$ cat src/rtl/uart_tx_fifo.sv
// Byte FIFO feeding a UART transmitter; launches one byte per Tx_done
// handshake with a one-cycle gap so the transmitter enable clears first.
module uart_tx_fifo #(
   parameter int DEPTH = 16,
   parameter int AW    = 4
) (
   input  logic          clk,
   input  logic          n_reset,
   input  logic [7:0]    wr_data,
   input  logic          wr_en,
   input  logic          flush,
   output logic          full,
   output logic          empty,
   output logic [AW:0]   count,
   output logic          wr_overflow,
   output logic [7:0]    tx_data,
   output logic          tx_send_go,
   input  logic          tx_done,
   output logic          tx_busy
);

   typedef enum logic [1:0] {
      IDLE,
      SEND,
      WAIT,
      GAP
   } state_t;

   localparam logic [AW:0]   FULL_CNT = (AW+1)'(DEPTH);
   localparam logic [AW-1:0] PTR_ONE  = AW'(1);

   state_t        state;
   state_t        state_nxt;
   logic [7:0]    mem [DEPTH];
   logic [AW-1:0] rd_ptr;
   logic [AW-1:0] wr_ptr;
   logic [AW:0]   cnt;
   logic          wr_acc;
   logic          pop;

   assign full   = (cnt == FULL_CNT);
   assign empty  = (cnt == '0);
   assign count  = cnt;
   assign wr_acc = wr_en & ~full & ~flush;

   always_ff @(posedge clk or negedge n_reset) begin
      if (!n_reset) begin
         state <= IDLE;
      end else begin
         state <= state_nxt;
      end
   end

   // flush blocks a new launch but never aborts one in flight
   always_comb begin
      state_nxt = state;
      pop       = 1'b0;
      unique case (state)
         IDLE: begin
            if (!empty && !flush) begin
               pop       = 1'b1;
               state_nxt = SEND;
            end
         end
         SEND: state_nxt = WAIT;
         WAIT: begin
            if (tx_done) begin
               state_nxt = GAP;
            end
         end
         GAP:  state_nxt = IDLE;
         default: state_nxt = IDLE;
      endcase
   end

   always_ff @(posedge clk or negedge n_reset) begin
      if (!n_reset) begin
         rd_ptr <= '0;
         wr_ptr <= '0;
         cnt    <= '0;
      end else if (flush) begin
         rd_ptr <= '0;
         wr_ptr <= '0;
         cnt    <= '0;
      end else begin
         if (wr_acc) begin
            wr_ptr <= wr_ptr + PTR_ONE;
         end
         if (pop) begin
            rd_ptr <= rd_ptr + PTR_ONE;
         end
         cnt <= cnt + {{AW{1'b0}}, wr_acc} - {{AW{1'b0}}, pop};
      end
   end

   always_ff @(posedge clk) begin
      if (wr_acc) begin
         mem[wr_ptr] <= wr_data;
      end
   end

   always_ff @(posedge clk or negedge n_reset) begin
      if (!n_reset) begin
         tx_send_go  <= 1'b0;
         tx_data     <= 8'h00;
         tx_busy     <= 1'b0;
         wr_overflow <= 1'b0;
      end else begin
         tx_send_go  <= pop;
         tx_busy     <= (state_nxt != IDLE);
         wr_overflow <= wr_en & full;
         if (pop) begin
            tx_data <= mem[rd_ptr];
         end
      end
   end

endmodule

$ cat config.mk
export PLATFORM = sky130hd
export DESIGN_NAME = uart_tx_fifo
export DESIGN_NICKNAME = d
export VERILOG_FILES = /design/src/rtl/uart_tx_fifo.sv
export SDC_FILE = /design/constraint.sdc
export NUM_CORES = 1
export LEC_CHECK = 0
export CAP_MARGIN = 0
export CORE_ASPECT_RATIO = 2
export CORE_MARGIN = 2
export CORE_UTILIZATION = 60
export CTS_CLUSTER_SIZE = 10
export DETAILED_ROUTE_END_ITERATION = 8
export PLACE_DENSITY = 0.86
export SYNTH_ARGS = -nofsm -noshare
export SYNTH_HDL_FRONTEND = slang
export SYNTH_SLANG_ARGS = --single-unit
$ cat constraint.sdc
create_clock -name clk -period 6.34 [get_ports clk]
set_input_delay 0.951 -clock clk [delete_from_list [all_inputs] [get_ports clk]]
set_output_delay 0.951 -clock clk [all_outputs]
set_load 0.005 [all_outputs]
# --- Word-level counts from Yosys, hierarchy flattened ---
# Memory sizes are Yosys's and may differ from the RTL's. A register that Yosys moved wholly into a read port is not among the register bits.
# Cells that the tools add are included.
word_totals:
  regBits: 18
  ramBits: 128
  inputBits: 13
  wordCells: 42
  n_memories: 1
mem_list:
  columns: ["memory", "depth", "width", "rd", "rd_clocked_by_memory_dff", "wr", "line_no", "rtl"]
  rows:
  - ["mem", 16, 8, 1, 1, 1, "34", "logic [7:0] mem [DEPTH];"]
op_classes:
  n_addsub: 4
  eq_ne: 4
  n_mux: 12
  bitwise: 5
  n_reduce_logical: 9
ops:
  columns: ["cell", "count"]
  rows:
  - ["2-to-1 mux 4 bit", 4]
  - ["adder 4 x 1 -> 4 bit, second input constant", 2]
  - ["one-hot mux 2 bit (4 select lines)", 1]
  - ["nonzero test 2 bit", 3]
  - ["adder 5 x 1 -> 5 bit", 1]
  - ["equality test 5 bit, second input constant", 1]
  - ["zero test 5 bit", 1]
  - ["2-to-1 mux 5 bit", 1]
  - ["subtractor 5 x 1 -> 5 bit", 1]
  - ["equality test 2 bit, second input constant", 2]
  - ["2-to-1 mux 1 bit", 4]
  - ["2-to-1 mux 2 bit", 2]
  - ["bitwise AND 1 bit", 3]
  - ["zero test 1 bit", 3]
  - ["equality test 2 x 1 -> 1 bit, second input constant", 1]
  - ["zero test 2 bit", 1]
  - ["NOT 1 bit", 2]
  - ["logical AND 1 bit", 1]

# --- Logic depth before layout (Yosys ltp) ---
logic_depth:
  word_depth: 7
  mapped_depth: 16
  ltp_nobuf: 14

# --- Worst setup path before layout ---
# Ideal clock, no wire load.
synth_path:
  kind: "in2reg"
  startpoint: "input port flush"
  endpoint: "register cnt[4], in the netlist count[4]"
  setup_time_ns: 0.137
  t_arrival_ns: 2.715
  required_time_ns: 6.203
  path_slack_ns: 3.488
  cell_stages: 13
  path_buffers: 1
  path_cell_list: "nand2b_1 > nand2b_4 > buf_8 > inv_2 > ha_1 > inv_1 > ha_1 > inv_1 > fa_1 > nor2b_1 > o21bai_1 > a21oi_1 > nor3b_1"
synth_via:
  elab_chain_cells: 6
  elab_cells_between_ends: 9
synth_rtl:
  columns: ["element", "line_no", "rtl"]
  rows:
  - ["from (decl)", "11", "input logic flush,"]
  - ["zero test 1 bit", "60", "if (!empty && !flush) begin"]
  - ["logical AND 1 bit", "60", null]
  - ["2-to-1 mux 1 bit", "60", null]
  - ["2-to-1 mux 1 bit", "58", "unique case (state)"]
  - ["net pop", "39", "logic pop;"]
  - ["subtractor 5 x 1 -> 5 bit", "92", "cnt <= cnt + {{AW{1'b0}}, wr_acc} - {{AW{1'b0}}, pop};"]
  - ["2-to-1 mux 5 bit", "81", "end else if (flush) begin"]
  - ["to (signal assigned)", "92", null]
  - ["to (decl)", "37", "logic [AW:0] cnt;"]
# The timed path passes the listed nets, and every way through them passes these cells.
# A chain may end at the register's enable or synchronous reset.

# --- Worst setup path after layout ---
# Ends and elaborated chain as after synthesis.

==> flow_summary_export.csv <==
group,metric,value,unit
floorplanning,io_pins,31,
clock_tree,clock_latency,430,ps
timing,hold_violations,0,
clock_tree,root_buffer,"clkbuf_16",
clock_tree,cts_setup_buffers,0,
timing,drv_slew,0,
synthesis,netlist_area,6299,um^2
clock_tree,clkSlewWorstSetupHoldPaths,60,ps
clock_tree,ctsResizeCount,0,
power,switching_power,0.7631,mW
timing,layout_setup_ws,2703,ps
timing,slew_headroom,36.71,%
critical_path,worst-path-stages,13,
grt,antenna_found_initial,0,
critical_path,r2r.worst_path.cells,14,
power,peakVddDrop,319.9,uV
power,p_seq_share,43.7,%
power,pwr-share-comb,21.9,%
timing,tightestPinTransition,945.8,ps
floorplanning,rows,53,
power,p_leak,2.435,nW
timing,max_freq,274.9,MHz
synthesis,synth_ff_type,"edfxtp_1",
synthesis,synth_async_sr_flop_share,16.88,%
synthesis,yosysSeqAreaShare,71.35,%
drt,dr.pass1.iters,5,
critical_path,critPathMaxFanout,20,
drt,vias,3340,
synthesis,yosysWarnings,0,
hold_path,min_path_cells,2,
power,intPower,2.047,mW
critical_path,crit_slowest_cell,"clkdlybuf4s50_1",
status,status,"finished clean",
synthesis,synth_nets,403,
critical_path,cp.required,6610,ps
critical_path,crit_path_end,"count[4]$_DFF_PN0_",
critical_path,r2r_slack,3180,ps
synthesis,synth_cells,376,
floorplanning,dieArea,11380,um^2
power,p_per_area,386.6,nW/um^2
synthesis,ys_types,43,
power,swShare,27.16,%
clock_tree,cts_hold_buffers,0,
critical_path,worstSetupPathType,"in2reg",
finish,fin_nets,438,
drt,detail-route-antenna-nets,0,
timing,finalSetupViolations,0,
finish,drive_gt1_share,13.44,%
timing,finClkSkew,8.403,ps
synthesis,synth_edf_count,128,
grt,grt_max_degree,52,
floorplanning,die_y,148.9,um
finish,postLayoutCoreUtil,70.27,%
synthesis,synth_most_common_cell,"edfxtp_1",
floorplanning,coreArea,10340,um^2
critical_path,r2r_end,"count[4]$_DFF_PN0_",
synthesis,synth_seq_cells,154,
drt,drt_iter0_drc,345,
critical_path,crit_family,"buffers and inverters",
synthesis,synth.area.top_cells,"edfxtp_1, dfrtp_1, mux4_2",
drt,routed_wl,12680,um
critical_path,arrival,3910,ps
hold_path,hp-class,"reg2reg",
clock_tree,cts_buffer_depth,2,
critical_path,cp_num_buf_inv,4,
synthesis,synth_commonest_cells,"edfxtp_1, mux2i_1, dfrtp_1, nor2_1, nand2_1",
synthesis,synth_top_area_share,61.03,%
place,pre_cts_ws,2323,ps
critical_path,crit_path_max_incr_delay,940,ps
timing,min_period,3637,ps
timing,fin_crit_sh,57.37,%
critical_path,reg2reg_from,"count[2]$_DFF_PN0_",
floorplanning,die_x,76.45,um
place,dp_hpwl,8223,um
drt,vias_per_cell,5.954,
critical_path,critPathLaunchType,"primary input",
critical_path,path_cells,"clkdlybuf4s50_1 > nand2b_1 > nand2b_4 > inv_2 > ha_1 > inv_1 > ha_1 > inv_1 > fa_1 > nor2b_1 > o21bai_1 > a21oi_1 > nor3b_1",
floorplanning,start_util,60.89,%
grt,grt_pass1_vias,3452,
clock_tree,htreeDepth,4,
clock_tree,cts_inserted_buffers,17,
synthesis,syn_area_per_cell,16.75,um^2
drt,wl_per_cell,22.61,um
finish,diodes,0,
power,clkPwrFrac,34.4,%
power,p_total,2.810,mW
drt,drc,0,
grt,grt_remaining_overflow,0,
flow_run,max-cap-violations,0,
critical_path,end_kind,"flip-flop",
synthesis,synth_area_leader_cell,"edfxtp_1",
grt,grt_pass1_wl,19730,um
timing,fin_tns_setup,0,ps
place,io_buffers,30,
critical_path,crit_start,"flush",
clock_tree,cts_sinks,154,
place,routabilityCongestion,0.7571,
timing,rsz0062_at_grt,"no",
finish,area_growth,15.42,%
clock_tree,cts_tree,"done",
grt,grt.total_usage,24.48,%
==> metal layers <==
metal | wire length [um] | GRT usage [%]
met5 | 0 | 0
met3 | 628 | 6.235
met1 | 4426 | 26.73
met4 | 346 | 10.82
met2 | 7282 | 44.56
==> worst min-delay path by stage <==
stage | start | slack (ps) | to
6_report | tx_data[5]$_DFFE_PN0P_ | 510 | tx_data[5]$_DFFE_PN0P_
5_1_grt | tx_data[5]$_DFFE_PN0P_ | 530 | tx_data[5]$_DFFE_PN0P_
4_1_cts | tx_data[5]$_DFFE_PN0P_ | 510 | tx_data[5]$_DFFE_PN0P_
3_5_place_dp | tx_data[5]$_DFFE_PN0P_ | 490 | tx_data[5]$_DFFE_PN0P_
3_3_place_gp | tx_data[5]$_DFFE_PN0P_ | 480 | tx_data[5]$_DFFE_PN0P_
2_1_floorplan | tx_data[5]$_DFFE_PN0P_ | 470 | tx_data[5]$_DFFE_PN0P_
==> power by group through the flow <==
stage	logic (mW)	registers, mW	clock network (mW)
after floorplan	0.414	1.23	0
after global placement	0.591	1.25	0
after detailed placement	0.614	1.25	0
after CTS	0.620	1.23	0.981
after global routing	0.677	1.23	1.02
final	0.615	1.23	0.967
==> kinds of logic after synthesis <==
kind of cell	share of synthesized area (%)
buffers and inverters	2.523
xor gates and xnor gates	1.112
and+or+nand+nor	7.648
adders and majority gates	2.900
DFF	71.35
muxes	10.81
AOI/OAI and AO/OA	3.655
==> per-stage QoR <==
step                hold WS (ps)  cells  instance area (um^2)
finish                     512.4    561                  7269
floorplan                  470.1    376                  6299
global route               532.4    561                  7269
global placement           484.8    529                  6693
detailed placement         493.1    529                  6693
CTS                        506.4    561                  7269
==> state kept, by name, indices dropped and copies added, names as in the netlist <==
name and flops:
state 2, mem 128, wr_ptr 4, tx_busy 1, tx_data 8, tx_send_go 1
wr_overflow 1, count 5, rd_ptr 4
==> cell type report <==
cell class	count	area (um^2)
sequential	154	4496
fill	672	3075
multi-input combinational	191	1645
clock buffer	17	425.4
timing repair buffer	33	322.8
tap	137	171.4
clock inverter	15	151.4
inverter	14	57.56
==> worst reg2reg max path: cells and delay by family (launching register included) <==
family                   cells  cell delay, ps
flip-flops                   1             410
adder cells (fa/ha/maj)      4             970
AO/OA/AOI/OAI                2             250
AND/OR/NAND/NOR              4            1100
buffers and inverters        4             260
==> placed cells by master (no fill, tap or decap), types with 4 or more instances in the layout <==
cell             instances
ha_1                    13
nand3_1                 14
clkinv_4                 4
clkinvlp_4               4
mux2i_1                 32
inv_1                   12
clkbuf_16               17
nor2b_1                  6
xor2_1                   6
dfrtp_1                 25
a32oi_1                  7
nand2_1                 23
mux4_2                  16
clkdlybuf4s50_1         30
a22oi_1                 17
nor2_1                  26
a21oi_1                  4
edfxtp_1               128
Power figures use the tool's default switching activity.
